[src/rtl/reimu_hit_detect_if.sv]
`default_nettype none
// ============================================================================
// Module   : reimu_hit_detect_if
// Purpose  : Bullet-pool read/retire bus between the hit detector and the pool.
// Revision : 1.0
// ============================================================================
interface reimu_hit_detect_if #(
  parameter int N_BULLET = 8
) ();
  localparam int IW = $clog2(N_BULLET);

  logic [IW-1:0] bullet_idx;
  logic          bullet_valid;
  logic [9:0]    bullet_x;
  logic [9:0]    bullet_y;
  logic          kill;
  logic [IW-1:0] kill_idx;

  modport master (
    output bullet_idx,
    output kill,
    output kill_idx,
    input  bullet_valid,
    input  bullet_x,
    input  bullet_y
  );

  modport slave (
    input  bullet_idx,
    input  kill,
    input  kill_idx,
    output bullet_valid,
    output bullet_x,
    output bullet_y
  );
endinterface
`default_nettype wire

[src/rtl/reimu_hit_detect.sv]
`default_nettype none
// ============================================================================
// Module   : reimu_hit_detect
// Purpose  : Per-frame scan of the enemy-bullet pool against Reimu's hitbox,
//            emitting shot/kill pulses with a shot hold-off window.
// Revision : 1.0
// ============================================================================
module reimu_hit_detect #(
  parameter int N_BULLET = 8,
  parameter int HIT_R    = 4,
  parameter int HOLDOFF  = 80
) (
  input  wire logic        clk_22,
  input  wire logic        rst,
  input  wire logic        frame_tick,
  input  wire logic        player_alive,
  input  wire logic [9:0]  px,
  input  wire logic [9:0]  py,
  reimu_hit_detect_if.master pool,
  output logic             shot,
  output logic             busy
);
  localparam int IW = $clog2(N_BULLET);
  localparam int HW = $clog2(HOLDOFF + 1);

  localparam logic [IW-1:0] c_last_idx = IW'(N_BULLET - 1);
  localparam logic [IW-1:0] c_idx_one  = IW'(1);
  localparam logic [9:0]    c_hit_r    = 10'(HIT_R);
  localparam logic [HW-1:0] c_holdoff  = HW'(HOLDOFF);
  localparam logic [HW-1:0] c_hold_one = HW'(1);

  typedef enum logic [1:0] {
    S_IDLE   = 2'd0,
    S_SCAN   = 2'd1,
    S_REPORT = 2'd2
  } state_t;

  state_t        r_state;
  logic [9:0]    r_px_l;
  logic [9:0]    r_py_l;
  logic [IW-1:0] r_idx;
  logic          r_hit_found;
  logic [IW-1:0] r_hit_idx;
  logic [HW-1:0] r_holdoff;
  logic          r_shot;
  logic          r_kill;
  logic [IW-1:0] r_kill_idx;
  logic          r_busy;

  logic [9:0]    w_dx;
  logic [9:0]    w_dy;
  logic          w_hit;
  logic          w_found;
  logic [IW-1:0] w_sel_idx;

  // Larger-minus-smaller keeps the distance unsigned with no wrap-around.
  always_comb begin
    w_dx      = '0;
    w_dy      = '0;
    w_hit     = 1'b0;
    w_found   = 1'b0;
    w_sel_idx = '0;
    w_dx      = (pool.bullet_x >= r_px_l) ? (pool.bullet_x - r_px_l) : (r_px_l - pool.bullet_x);
    w_dy      = (pool.bullet_y >= r_py_l) ? (pool.bullet_y - r_py_l) : (r_py_l - pool.bullet_y);
    w_hit     = pool.bullet_valid && (w_dx <= c_hit_r) && (w_dy <= c_hit_r);
    w_found   = r_hit_found || w_hit;
    w_sel_idx = r_hit_found ? r_hit_idx : r_idx;
  end

  always_ff @(posedge clk_22) begin
    if (rst) begin
      r_state     <= S_IDLE;
      r_px_l      <= '0;
      r_py_l      <= '0;
      r_idx       <= '0;
      r_hit_found <= 1'b0;
      r_hit_idx   <= '0;
      r_holdoff   <= '0;
      r_shot      <= 1'b0;
      r_kill      <= 1'b0;
      r_kill_idx  <= '0;
      r_busy      <= 1'b0;
    end else begin
      // Window opens the cycle after the shot pulse so a report lands on zero at shot+HOLDOFF+1.
      if (r_state == S_REPORT && r_shot) begin
        r_holdoff <= c_holdoff;
      end else if (r_holdoff != '0) begin
        r_holdoff <= r_holdoff - c_hold_one;
      end

      case (r_state)
        S_IDLE: begin
          if (frame_tick) begin
            r_px_l      <= px;
            r_py_l      <= py;
            r_idx       <= '0;
            r_hit_found <= 1'b0;
            r_busy      <= 1'b1;
            r_state     <= S_SCAN;
          end
        end

        S_SCAN: begin
          if (w_hit && !r_hit_found) begin
            r_hit_found <= 1'b1;
            r_hit_idx   <= r_idx;
          end
          if (r_idx == c_last_idx) begin
            r_idx <= '0;
            if (w_found && player_alive) begin
              r_kill     <= 1'b1;
              r_kill_idx <= w_sel_idx;
              // Counter value seen during REPORT is one decrement below the current one.
              r_shot     <= (r_holdoff <= c_hold_one);
              r_state    <= S_REPORT;
            end else begin
              r_busy  <= 1'b0;
              r_state <= S_IDLE;
            end
          end else begin
            r_idx <= r_idx + c_idx_one;
          end
        end

        S_REPORT: begin
          r_shot     <= 1'b0;
          r_kill     <= 1'b0;
          r_kill_idx <= '0;
          r_busy     <= 1'b0;
          r_state    <= S_IDLE;
        end

        default: begin
          r_busy  <= 1'b0;
          r_state <= S_IDLE;
        end
      endcase
    end
  end

  assign pool.bullet_idx = r_idx;
  assign pool.kill       = r_kill;
  assign pool.kill_idx   = r_kill_idx;
  assign shot            = r_shot;
  assign busy            = r_busy;

endmodule
`default_nettype wire

[src/flat_wrapper.sv]
// flat-port wrapper written by rule: the top's interface ports become plain ports
module reimu_hit_detect_flat 
#(
  parameter int N_BULLET = 8,
  parameter int HIT_R    = 4,
  parameter int HOLDOFF  = 80
)
  (clk_22, rst, frame_tick, player_alive, px, py, shot, busy, pool_bullet_idx, pool_kill, pool_kill_idx, pool_bullet_valid, pool_bullet_x, pool_bullet_y);
  reimu_hit_detect_if #(.N_BULLET(N_BULLET)) pool_i ();
  input  wire logic clk_22;
  input  wire logic rst;
  input  wire logic frame_tick;
  input  wire logic player_alive;
  input  wire logic [9:0] px;
  input  wire logic [9:0] py;
  output logic shot;
  output logic busy;
  output wire logic [$bits(pool_i.bullet_idx)-1:0] pool_bullet_idx;
  output wire logic [$bits(pool_i.kill)-1:0] pool_kill;
  output wire logic [$bits(pool_i.kill_idx)-1:0] pool_kill_idx;
  input wire logic [$bits(pool_i.bullet_valid)-1:0] pool_bullet_valid;
  input wire logic [$bits(pool_i.bullet_x)-1:0] pool_bullet_x;
  input wire logic [$bits(pool_i.bullet_y)-1:0] pool_bullet_y;
  assign pool_bullet_idx = pool_i.bullet_idx;
  assign pool_kill = pool_i.kill;
  assign pool_kill_idx = pool_i.kill_idx;
  assign pool_i.bullet_valid = pool_bullet_valid;
  assign pool_i.bullet_x = pool_bullet_x;
  assign pool_i.bullet_y = pool_bullet_y;
  reimu_hit_detect #(.N_BULLET(N_BULLET), .HIT_R(HIT_R), .HOLDOFF(HOLDOFF)) u_core (.clk_22(clk_22), .rst(rst), .frame_tick(frame_tick), .player_alive(player_alive), .px(px), .py(py), .pool(pool_i), .shot(shot), .busy(busy));
endmodule
[config.mk]
export PLATFORM = sky130hd
export DESIGN_NAME = reimu_hit_detect_flat
export DESIGN_NICKNAME = d
export VERILOG_FILES = /design/src/rtl/reimu_hit_detect_if.sv /design/src/rtl/reimu_hit_detect.sv /design/src/flat_wrapper.sv
export SDC_FILE = /design/constraint.sdc
export NUM_CORES = 1
export LEC_CHECK = 0
export ABC_AREA = 1
export CAP_MARGIN = 20
export CORE_UTILIZATION = 53
export CTS_BUF_LIST = sky130_fd_sc_hd__clkbuf_8 sky130_fd_sc_hd__clkbuf_16
export DETAILED_ROUTE_END_ITERATION = 8
export GPL_TIMING_DRIVEN = 0
export PLACE_DENSITY_LB_ADDON = 0.15
export RECOVER_POWER = 50
export SLEW_MARGIN = 20
export SYNTH_ARGS = -nofsm -noshare
export SYNTH_HDL_FRONTEND = slang
export SYNTH_SLANG_ARGS = --single-unit
[constraint.sdc]
create_clock -name clk_22 -period 2.92 [get_ports clk_22]
set_input_delay 0.292 -clock clk_22 [delete_from_list [all_inputs] [get_ports clk_22]]
set_output_delay 0.292 -clock clk_22 [all_outputs]
set_load 0.05 [all_outputs]
==> flow_metrics.env <==
export IMPL_outcome="finished clean"
export IMPL_grtUsageTotal_pct=25.3
export IMPL_async_flop_share_pct=0
export IMPL_synth_area_per_cell_um2=5.94
export IMPL_num_antenna_cells=0
export IMPL_antenna_violating_nets_post_route=0
export IMPL_crit_path_max_fanout=7
export IMPL_place_ws_ns=-0.168
export IMPL_p_sw_mw=1.08
export IMPL_ys_seq_area_share_pct=21.3
export IMPL_die_area_um2=7790
export IMPL_fin_nets=814
export IMPL_synth_top_cell_area_share_pct=21.3
export IMPL_rsz0062_at_grt="false"
export IMPL_rows=31
export IMPL_crit_buf_inv=5
export IMPL_syn_inst=664
export IMPL_h_tree_depth=2
export IMPL_gr_total_overflow=0
export IMPL_clk_latency_ns=0.31
export IMPL_cts_root_buf="clkbuf_8"
export IMPL_finalClockSkew_ns=0.00568
export IMPL_cts_setup_buffers=0
export IMPL_crit_top_cell="nand2_1"
export IMPL_p_clk_share_pct=17.8
export IMPL_cp_arrival_ns=2.88
export IMPL_end_kind="flip-flop"
export IMPL_antenna_found_initial=0
export IMPL_cpPeakStageDelay_ns=0.48
export IMPL_dr_pass1_iters=7
export IMPL_synth_cell_type_count=26
export IMPL_postCtsHoldBufs=0
export IMPL_fmax_mhz=370
export IMPL_grt_pass1_vias=3629
export IMPL_finalHoldViolCount=0
export IMPL_drive_gt1_share_pct=7.73
export IMPL_grt_start_max_net_pins=15
export IMPL_leakage_nw=2.50
export IMPL_setup_viol=0
export IMPL_start_kind="input port"
export IMPL_io_pins=54
export IMPL_die_w_um=88.3
export IMPL_cp_top_family="simple AND/OR/NAND/NOR gates"
export IMPL_cp_required_ns=3.10
export IMPL_area_delta_synth_final_pct=21.5
export IMPL_cts_clk_slew_worst_paths_ns=0.09
export IMPL_yosysMostFrequentCell="nand2_1"
export IMPL_cts_tree="done"
export IMPL_cts_sinks=42
export IMPL_viasPerCell=5.10
export IMPL_slowest_stage="clkdlybuf4s50_1"
export IMPL_post_drt_wl_per_cell_um=12.1
export IMPL_io_buffer_count=52
export IMPL_cap_violations=0
export IMPL_total_power_mw=2.42
export IMPL_p_per_area_nw_per_um2=504
export IMPL_gp_congestion=0.881
export IMPL_period_minus_slack_ns=2.70
export IMPL_coreArea_um2=7210
export IMPL_yosysWarnings=0
export IMPL_setup_slack_ns=0.219
export IMPL_totalWireLength_um=9970
export IMPL_drc=0
export IMPL_floorplan_initialDensity_pct=54.6
export IMPL_post_cts_resized=0
export IMPL_crit_type="input port to flip-flop"
export IMPL_slew_headroom_pct=59.1
export IMPL_vias=4198
export IMPL_path_cells="clkdlybuf4s50_1 -> inv_1 -> ha_2 -> nand2_2 -> inv_1 -> a21oi_1 -> nand2_1 -> inv_2 -> nand2_4 -> inv_4 -> nand2_1 -> nand2_1 -> nand2_1 -> nor2_1 -> nand2_1 -> nor2_2 -> nand2_2 -> nand2_4 -> nand2_4 -> nand2_4 -> nand2_2 -> nand2_1 -> a21oi_1"
export IMPL_numCtsBuffers=5
export IMPL_intPower_mw=1.34
export IMPL_synth_area_top_cells="dfxtp_1 21%, nand2_1 19%, ha_1 15%"
export IMPL_hpwlAfterDp_um=7920
export IMPL_synthFlopType="dfxtp_1"
export IMPL_synth_seq_cells=42
export IMPL_synth_fp_nets=755
export IMPL_min_path_type="input port to flip-flop"
export IMPL_die_y_um=88.3
export IMPL_slew_viol_final=0
export IMPL_irDropWorstVdd_mv=0.442
export IMPL_tightestPinTransition_ns=0.613
export IMPL_p_seq_share_pct=29.5
export IMPL_drtIter0Drc=215
export IMPL_netlist_area_um2=3940
export IMPL_p_comb_share_pct=52.6
export IMPL_synthTopCellsByCount="204 x nand2_1, 127 x inv_1, 56 x nand3_1"
export IMPL_synth_area_leader_cell="dfxtp_1"
export IMPL_grt_first_pass_wirelength_um=15600
export IMPL_synth_edf_count=0
export IMPL_switching_share_pct=44.5
export IMPL_cts_path_max_buffers=2
export IMPL_timing_final_crit_share_pct=92.5
-- state kept, by name, indices dropped and copies added (netlist names) --
register,cells
u_core.busy,1
u_core.pool.bullet_idx,3
u_core.pool.kill,1
u_core.pool.kill_idx,3
u_core.r_hit_found,1
u_core.r_hit_idx,3
u_core.r_holdoff,7
u_core.r_px_l,10
u_core.r_py_l,10
u_core.r_state,2
u_core.shot,1
-- stage by stage --
| stage | area [µm²] | setup TNS, ns | util (%) | hold WS, ns | cells |
|---|---|---|---|---|---|
| finish | 4790 | 0 | 66.4 | 0.337 | 823 |
| CTS | 4690 | 0 | 64.9 | 0.330 | 823 |
| global route | 4790 | 0 | 66.4 | 0.351 | 823 |
| detailed placement | 4590 | -1.34 | 63.6 | 0.457 | 815 |
| floorplan | 3940 | 0 | - | 0.433 | 664 |
| global placement | 4590 | -0.736 | 63.6 | 0.447 | 815 |
-- cell type report --
| cell class | count | area (µm²) |
|---|---|---|
| Multi-Input combinational cell | 481 | 2670 |
| Timing Repair Buffer | 52 | 520 |
| Tap cell | 99 | 124 |
| Buffer | 11 | 47.5 |
| Clock buffer | 6 | 82.6 |
| Inverter | 130 | 490 |
| Clock inverter | 2 | 16.3 |
| Sequential cell | 42 | 841 |
| Fill cell | 700 | 2420 |
-- power groups by stage --
stage	registers (mW)	clock network, mW	logic, mW
after floorplan	0.743	0	0.895
after global placement	0.718	0	1.18
after detailed placement	0.722	0	1.21
after CTS	0.710	0.443	1.22
after global routing	0.726	0.466	1.44
final	0.714	0.431	1.27
-- per-layer routing --
layer,vias up,GRT usage (%),part of all wire (%)
li1,2198,-,-
met1,1871,32.2,46
met2,111,42.4,47
met3,18,5.60,5.8
met4,0,8.80,1.8
met5,-,0,0
-- cells by family (layout without fill, tap and decap cells) --
logic type               after synthesis  in the layout  share of synthesized area (%)
AND/OR/NAND/NOR                      336            336                           36.6
buffers and inverters                141            201                           13.5
AO/OA/AOI/OAI                         96             96                           13.3
adder cells (fa/ha/maj)               46             46                           14.6
flip-flops                            42             42                           21.3
XOR/XNOR                               3              3                          0.667
-- path summary, 6_finish.rpt --
path / start / to / slack [ns] / depth (start not counted)
worst min register to register: u_core.pool.kill_idx[0] / u_core.pool.kill_idx[0] / 0.47 / 2
worst min-delay path: rst / u_core.pool.bullet_idx[2] / 0.34 / 2
worst max register to register: u_core.r_py_l[9] / u_core.pool.kill_idx[2] / 0.36 / 22
worst max-delay path: pool_bullet_y[8] / u_core.pool.kill_idx[2] / 0.22 / 23
-- placed cells by master, fill, tap and decap left out --
cell type / count
nand2_1: 202
inv_1: 127
nand3_1: 56
a21oi_1: 52
clkdlybuf4s50_1: 51
dfxtp_1: 42
nor2_1: 41
ha_1: 33
o21ai_0: 25
nand4_1: 11
nand2_2: 9
ha_2: 9
clkbuf_1: 7
nor2_2: 6
a211oi_1: 6
clkbuf_8: 6
nand2_4: 5
o21bai_1: 4
ha_4: 4
or2_2: 3
nand3_2: 3
a21oi_2: 3
o21a_1: 3
buf_2: 2
inv_2: 2
xnor2_1: 2
buf_1: 1
xor2_1: 1
inv_4: 1
clkbuf_4: 1
o31ai_1: 1
o211ai_1: 1
o2111a_1: 1
inv_6: 1
clkinvlp_4: 1
dlygate4sd3_1: 1
Note: power is estimated with default switching activity, not from simulation.
